## src/rtl/dm_video_packetizer.sv

```systemverilog
// Camera pixel stream to RGB444 Avalon-ST packets through an elastic FIFO.
// Define DM_TEST_PATTERN_EN to enable the vertical colour-bar test pattern.
module dm_video_packetizer #(
    parameter int IMG_W      = 320,
    parameter int IMG_H      = 240,
    parameter int FIFO_DEPTH = 16
) (
    input  logic        clk,
    input  logic        rst_n,
    input  logic        cam_frame_start,
    input  logic        cam_valid,
    input  logic [11:0] cam_data,
    input  logic        test_mode,
    input  logic        ready_in,
    output logic        valid_out,
    output logic [11:0] data_out,
    output logic        startofpacket_out,
    output logic        endofpacket_out,
    output logic        overflow,
    output logic [7:0]  frames_dropped
);

    localparam int XW = $clog2(IMG_W);
    localparam int YW = $clog2(IMG_H);
    localparam int AW = $clog2(FIFO_DEPTH);
    localparam logic [XW-1:0] X_LAST = XW'(IMG_W - 1);
    localparam logic [YW-1:0] Y_LAST = YW'(IMG_H - 1);

    typedef enum logic [1:0] {WAIT_SOF, ACTIVE, TERM} state_e;

    state_e        state_q, state_d;
    logic [XW-1:0] x_q, x_d;
    logic [YW-1:0] y_q, y_d;
    logic          ovf_q, ovf_d;
    logic [7:0]    drop_q, drop_d;

    logic [13:0]   mem_q [FIFO_DEPTH];
    logic [AW:0]   wr_ptr_q, wr_ptr_d;
    logic [AW:0]   rd_ptr_q, rd_ptr_d;
    logic          full, empty, pop;
    logic          wr_en;
    logic [13:0]   wr_word;
    logic [13:0]   head;

    logic          sof;
    logic          px_take;
    logic [XW-1:0] cx;
    logic [YW-1:0] cy;
    logic          px_sop, px_eop;
    logic [11:0]   px_data;

    assign full  = (wr_ptr_q[AW] != rd_ptr_q[AW]) &&
                   (wr_ptr_q[AW-1:0] == rd_ptr_q[AW-1:0]);
    assign empty = (wr_ptr_q == rd_ptr_q);
    assign pop   = !empty && ready_in;
    assign head  = mem_q[rd_ptr_q[AW-1:0]];

    // A pixel arriving with frame_start in WAIT_SOF is pixel 0 of the new frame.
    assign sof     = (state_q == WAIT_SOF) && cam_frame_start;
    assign px_take = cam_valid &&
                     (sof || (state_q == ACTIVE && !cam_frame_start));
    assign cx      = sof ? '0 : x_q;
    assign cy      = sof ? '0 : y_q;
    assign px_sop  = (cx == '0) && (cy == '0);
    assign px_eop  = (cx == X_LAST) && (cy == Y_LAST);

`ifdef DM_TEST_PATTERN_EN
    localparam int BAR_W = IMG_W / 8;
    logic       tp_q, tp_d;
    logic       ctp;
    logic [2:0] bar;

    assign ctp = sof ? test_mode : tp_q;

    always_comb begin
        bar = '0;
        for (int k = 1; k < 8; k++) begin
            if (int'(cx) >= k * BAR_W) bar = 3'(k);
        end
    end

    always_comb begin
        px_data = cam_data;
        if (ctp) begin
            unique case (bar)
                3'd0: px_data = 12'hFFF;
                3'd1: px_data = 12'hFF0;
                3'd2: px_data = 12'h0FF;
                3'd3: px_data = 12'h0F0;
                3'd4: px_data = 12'hF0F;
                3'd5: px_data = 12'hF00;
                3'd6: px_data = 12'h00F;
                3'd7: px_data = 12'h000;
            endcase
        end
    end
`else
    logic unused_test_mode;
    assign unused_test_mode = test_mode;
    assign px_data = cam_data;
`endif

    always_comb begin
        state_d = state_q;
        x_d     = x_q;
        y_d     = y_q;
        ovf_d   = ovf_q;
        drop_d  = drop_q;
        wr_en   = 1'b0;
        wr_word = '0;
`ifdef DM_TEST_PATTERN_EN
        tp_d    = tp_q;
`endif
        unique case (state_q)
            WAIT_SOF: begin
                if (cam_frame_start) begin
                    state_d = ACTIVE;
                    x_d     = '0;
                    y_d     = '0;
                    ovf_d   = 1'b0;
`ifdef DM_TEST_PATTERN_EN
                    tp_d    = test_mode;
`endif
                end
            end
            ACTIVE: begin
                if (cam_frame_start) begin
                    drop_d  = (drop_q == 8'hFF) ? drop_q : drop_q + 8'd1;
                    state_d = px_sop ? WAIT_SOF : TERM;
                end
            end
            TERM: begin
                if (!full) begin
                    wr_en   = 1'b1;
                    wr_word = {1'b0, 1'b1, 12'h000};
                    state_d = WAIT_SOF;
                end
            end
            default: state_d = WAIT_SOF;
        endcase

        if (px_take) begin
            if (full) begin
                ovf_d   = 1'b1;
                drop_d  = (drop_q == 8'hFF) ? drop_q : drop_q + 8'd1;
                state_d = px_sop ? WAIT_SOF : TERM;
            end else begin
                wr_en   = 1'b1;
                wr_word = {px_sop, px_eop, px_data};
                if (px_eop) begin
                    state_d = WAIT_SOF;
                end else if (cx == X_LAST) begin
                    x_d = '0;
                    y_d = cy + 1'b1;
                end else begin
                    x_d = cx + 1'b1;
                    y_d = cy;
                end
            end
        end
    end

    always_comb begin
        wr_ptr_d = wr_en ? wr_ptr_q + 1'b1 : wr_ptr_q;
        rd_ptr_d = pop ? rd_ptr_q + 1'b1 : rd_ptr_q;
    end

    always_ff @(posedge clk or negedge rst_n) begin
        if (!rst_n) begin
            state_q  <= WAIT_SOF;
            x_q      <= '0;
            y_q      <= '0;
            ovf_q    <= 1'b0;
            drop_q   <= '0;
            wr_ptr_q <= '0;
            rd_ptr_q <= '0;
`ifdef DM_TEST_PATTERN_EN
            tp_q     <= 1'b0;
`endif
        end else begin
            state_q  <= state_d;
            x_q      <= x_d;
            y_q      <= y_d;
            ovf_q    <= ovf_d;
            drop_q   <= drop_d;
            wr_ptr_q <= wr_ptr_d;
            rd_ptr_q <= rd_ptr_d;
`ifdef DM_TEST_PATTERN_EN
            tp_q     <= tp_d;
`endif
        end
    end

    always_ff @(posedge clk) begin
        if (wr_en) mem_q[wr_ptr_q[AW-1:0]] <= wr_word;
    end

    assign valid_out         = !empty;
    assign data_out          = empty ? '0 : head[11:0];
    assign startofpacket_out = !empty && head[13];
    assign endofpacket_out   = !empty && head[12];
    assign overflow          = ovf_q;
    assign frames_dropped    = drop_q;

endmodule
```

## config.mk

```make
export PLATFORM = sky130hd
export DESIGN_NAME = dm_video_packetizer
export DESIGN_NICKNAME = d
export VERILOG_FILES = /design/src/rtl/dm_video_packetizer.sv
export SDC_FILE = /design/constraint.sdc
export NUM_CORES = 1
export LEC_CHECK = 0
export CAP_MARGIN = 0
export CORE_MARGIN = 2
export CORE_UTILIZATION = 61
export DETAILED_ROUTE_END_ITERATION = 7
export GPL_ROUTABILITY_DRIVEN = 0
export MAX_ROUTING_LAYER = met4
export PLACE_DENSITY = 0.91
export SLEW_MARGIN = 20
export SYNTH_ARGS = -nofsm -noshare
export SYNTH_HDL_FRONTEND = slang
export SYNTH_SLANG_ARGS = --single-unit
```

## constraint.sdc

```tcl
create_clock -name clk -period 3.9 [get_ports clk]
set_clock_uncertainty 0.05 [all_clocks]
set_input_delay 0.585 -clock clk [delete_from_list [all_inputs] [get_ports clk]]
set_output_delay 0.585 -clock clk [all_outputs]
set_load 0.005 [all_outputs]
```

==> results.md <==
| Item | This run | Unit |
|:---|:---|:---|
| Maximum frequency from static timing analysis | 0.270 | GHz |
| Total global routing overflow | 0 | - |
| Slowest cell on the critical path | sky130_fd_sc_hd__dfrtp_4 | - |
| Final setup viols | 0 | - |
| Most instantiated library cell after synthesis | sky130_fd_sc_hd__edfxtp_1 | - |
| Die Footprint | 19000 | sq um |
| Number of warning messages in the yosys log | 0 | - |
| HPWL reported at the end of detailed placement | 13900 | um |
| Crit path largest cell delay | 0.60 | ns |
| Number of flops mapped to enable cells by yosys | 224 | - |
| Minimum clock period | 3.70 | ns |
| Synth top area share | 61.6 | % |
| End of the worst register-to-register path | x_q[1] | - |
| Met1 wire length | 8890 | um |
| Synth Instances | 594 | - |
| Maximum level of the CTS H-tree | 1 | - |
| Rows | 48 | - |
| Antenna violations before repair | 0 | - |
| CP Max Fanout | 17 | - |
| Worst Setup Start Kind | register | - |
| Number of maximum-capacitance constraint violations | 0 | - |
| Count of distinct cell types in the synthesized netlist | 52 | - |
| Number of hold buffers added after cts | 0 | - |
| Crit Path Class | register to output pin | - |
| Buffers from clock root to sink, at most | 3 | - |
| # IOs | 42 | - |
| Cell area power density | 708 | nW/um^2 |
| Number of diodes added for antenna fixing | 0 | - |
| Number of cells on the worst reg-to-reg path | 9 | - |
| Setup repair after global routing missed its margin | false | - |
| Commonest cells post-synth | sky130_fd_sc_hd__edfxtp_1, sky130_fd_sc_hd__mux4_2, sky130_fd_sc_hd__dfrtp_1 | - |
| Setup bufs post-CTS | 0 | - |
| Largest net degree at the start of global routing | 57 | - |
| Clk sinks | 262 | - |
| Final critical-path share of the clock period | 95.0 | % |
| Skew-Pair Late Insertion Delay | 0.53 | ns |
| Placed Cells | 858 | - |
| Wire length of the first global-routing pass | 36600 | um |
| Share of synthesized registers carrying an async set or reset | 14.5 | % |
| Critical register-to-register path startpoint | state_q[1] | - |
| Overall routed net length | 24000 | um |
| Post-synthesis to final-layout area growth | 14.2 | % |
| Ranking of synthesized cells by area | sky130_fd_sc_hd__edfxtp_1, sky130_fd_sc_hd__mux4_2, sky130_fd_sc_hd__dfrtp_1 | - |
| Die extent in x | 138 | um |
| Avg Inst Size Synth | 18.4 | sq um |
| Capturing element type of the critical path | output pin | - |
| Total chip power | 8830 | uW |
| # resized after CTS | 0 | - |
| Run status | finished, final reports clean | - |
| Clock edge transition at the registers on the reported setup and hold paths | 0.06 | ns |
| Most common cell type on the critical path | sky130_fd_sc_hd__mux4_2 | - |
| Commonest register cell after synthesis | sky130_fd_sc_hd__edfxtp_1 | - |
| Post-Synthesis Cell Area | 10900 | sq um |
| TritonCTS clock tree | done | - |
| Worst-margin pin slew | 0.838 | ns |
| Final instance count without filler cells | 900 | - |
| Initial drt markers | 811 | - |
| Final antenna-violating net count | 0 | - |
| Port Buffers | 40 | - |
| Final number of hold-violating endpoints | 0 | - |
| Starting density of the core | 62.7 | % |
| Mean number of vias per cell | 6.52 | - |
| Chip Height | 138 | um |
| Avg WL per Cell | 26.6 | um |
| Total track usage | 27.9 | % |
| Met3 wirelength from detailed routing | 1870 | um |
| Worst min-delay path category | input port to asynchronous set/reset pin | - |
| Setup slack of the most critical reg-to-reg path | 0.90 | ns |
| Total leakage power | 0.00430 | uW |
| Summed negative setup slack over all endpoints | 0 | ns |
| Number of nets in the final layout | 688 | - |
| Arr. time, crit path | 3.07 | ns |
| Number of buffers created by CTS | 25 | - |
| Worst path cell trace | buf_12 > mux4_2 > mux4_2 > and2_1 > clkdlybuf4s50_1 | - |
| Yosys reg bits | 262 | - |
| First-pass DRT Iterations | 5 | - |
| Routed length on met2 | 12600 | um |
| Synthesized net count | 622 | - |
| IR Drop Worst-Case VDD | 0.000539 | V |
| Layout cells sized above 1 | 22.2 | % |
| Pins over their slew limit | 0 | - |
| Vias in the first global route | 6129 | - |
| WP data required | 3.26 | ns |
| Cell at the root of the clock tree | sky130_fd_sc_hd__clkbuf_16 | - |
| Post-route DRC violation count | 0 | - |
| Slew HR | 44.1 | % |
| Top layer used by detailed routing | met4 | - |
| Proportion of synthesized chip area in sequential cells | 70.4 | % |
| Core area | 17400 | sq um |
| Biggest area consumer among synthesized cells | sky130_fd_sc_hd__edfxtp_1 | - |
| Vias | 5867 | - |
logic make-up after synthesis:
logic type | Yosys count | synth area share, %
AOI/OAI and AO/OA | 43 | 2.47
xor gates and xnor gates | 23 | 1.85
adders and majority gates | 10 | 1.15
buffers and inverters | 37 | 1.52
DFF | 262 | 70.4
muxes | 76 | 15.1
and+or+nand+nor | 143 | 7.60
metrics by stage:
step	hold slack [ns]	setup slack [ns]	cell area (sq um)	utilization, %
2_1_floorplan	0.239	0.818	10900	-
3_3_place_gp	0.427	0.338	11700	67.2
3_5_place_dp	0.424	0.221	11700	67.2
4_1_cts	0.128	0.150	12500	71.6
5_1_grt	0.187	0.103	12500	71.6
6_report	0.110	0.195	12500	71.6
worst max-delay path by stage:
stage,slack (ns),start,end,cells past startpoint
floorplan,0.82,cam_frame_start,mem_q[0][12],10
global placement,0.34,cam_frame_start,x_q[1],10
detailed placement,0.22,cam_frame_start,x_q[1],10
CTS,0.15,rd_ptr_q[0],data_out[10],5
global route,0.10,rd_ptr_q[0],data_out[10],5
finish,0.20,rd_ptr_q[0],data_out[10],5
layout make-up:
| cell class | instances | area [sq um] |
|---|---|---|
| inverters | 8 | 30.0 |
| fillers | 1020 | 4950 |
| well taps | 225 | 282 |
| multi-input cells | 295 | 3070 |
| clock inverters | 11 | 63.8 |
| flip-flops and latches | 262 | 7680 |
| clock buffers | 31 | 688 |
| repair buffers | 68 | 643 |
metal layers:
metal | up-vias | global-route usage [%]
met4 | 0 | 8.79
met2 | 309 | 46.3
met5 | - | -
met1 | 2998 | 37.0
met3 | 48 | 3.57
li1 | 2512 | -
flip-flops by register name (all words and copies together) (netlist names):
name,cells
mem_q,224
y_q,8
x_q,9
frames_dropped,8
wr_ptr_q,5
overflow,1
state_q,2
rd_ptr_q,5
critical path, delay by kind of cell, from the launching register on:
family                 cells  cell delay [ns]
and+or+nand+nor            1             0.19
muxes                      2             1.03
DFF                        1             0.60
buffers and inverters      2             0.71
where the power goes:
part | total, uW | switching, uW | internal, uW
clock network | 2220 | 980 | 1240
registers | 3680 | 227 | 3450
logic | 2930 | 1380 | 1540
placed cells by master (no fill, tap or decap), types with 7 or more instances in the layout:
master / instances
sky130_fd_sc_hd__a21oi_1: 10
sky130_fd_sc_hd__and2_1: 30
sky130_fd_sc_hd__and3_1: 20
sky130_fd_sc_hd__buf_4: 25
sky130_fd_sc_hd__clkbuf_16: 25
sky130_fd_sc_hd__clkdlybuf4s50_1: 39
sky130_fd_sc_hd__dfrtp_1: 36
sky130_fd_sc_hd__edfxtp_1: 224
sky130_fd_sc_hd__ha_1: 10
sky130_fd_sc_hd__inv_1: 8
sky130_fd_sc_hd__mux4_2: 70
sky130_fd_sc_hd__nand2_1: 26
sky130_fd_sc_hd__nand3_1: 16
sky130_fd_sc_hd__nor2_1: 11
sky130_fd_sc_hd__o21ai_0: 10
sky130_fd_sc_hd__xnor2_1: 16
sky130_fd_sc_hd__xor2_1: 7
Power figures use the tool's default switching activity.
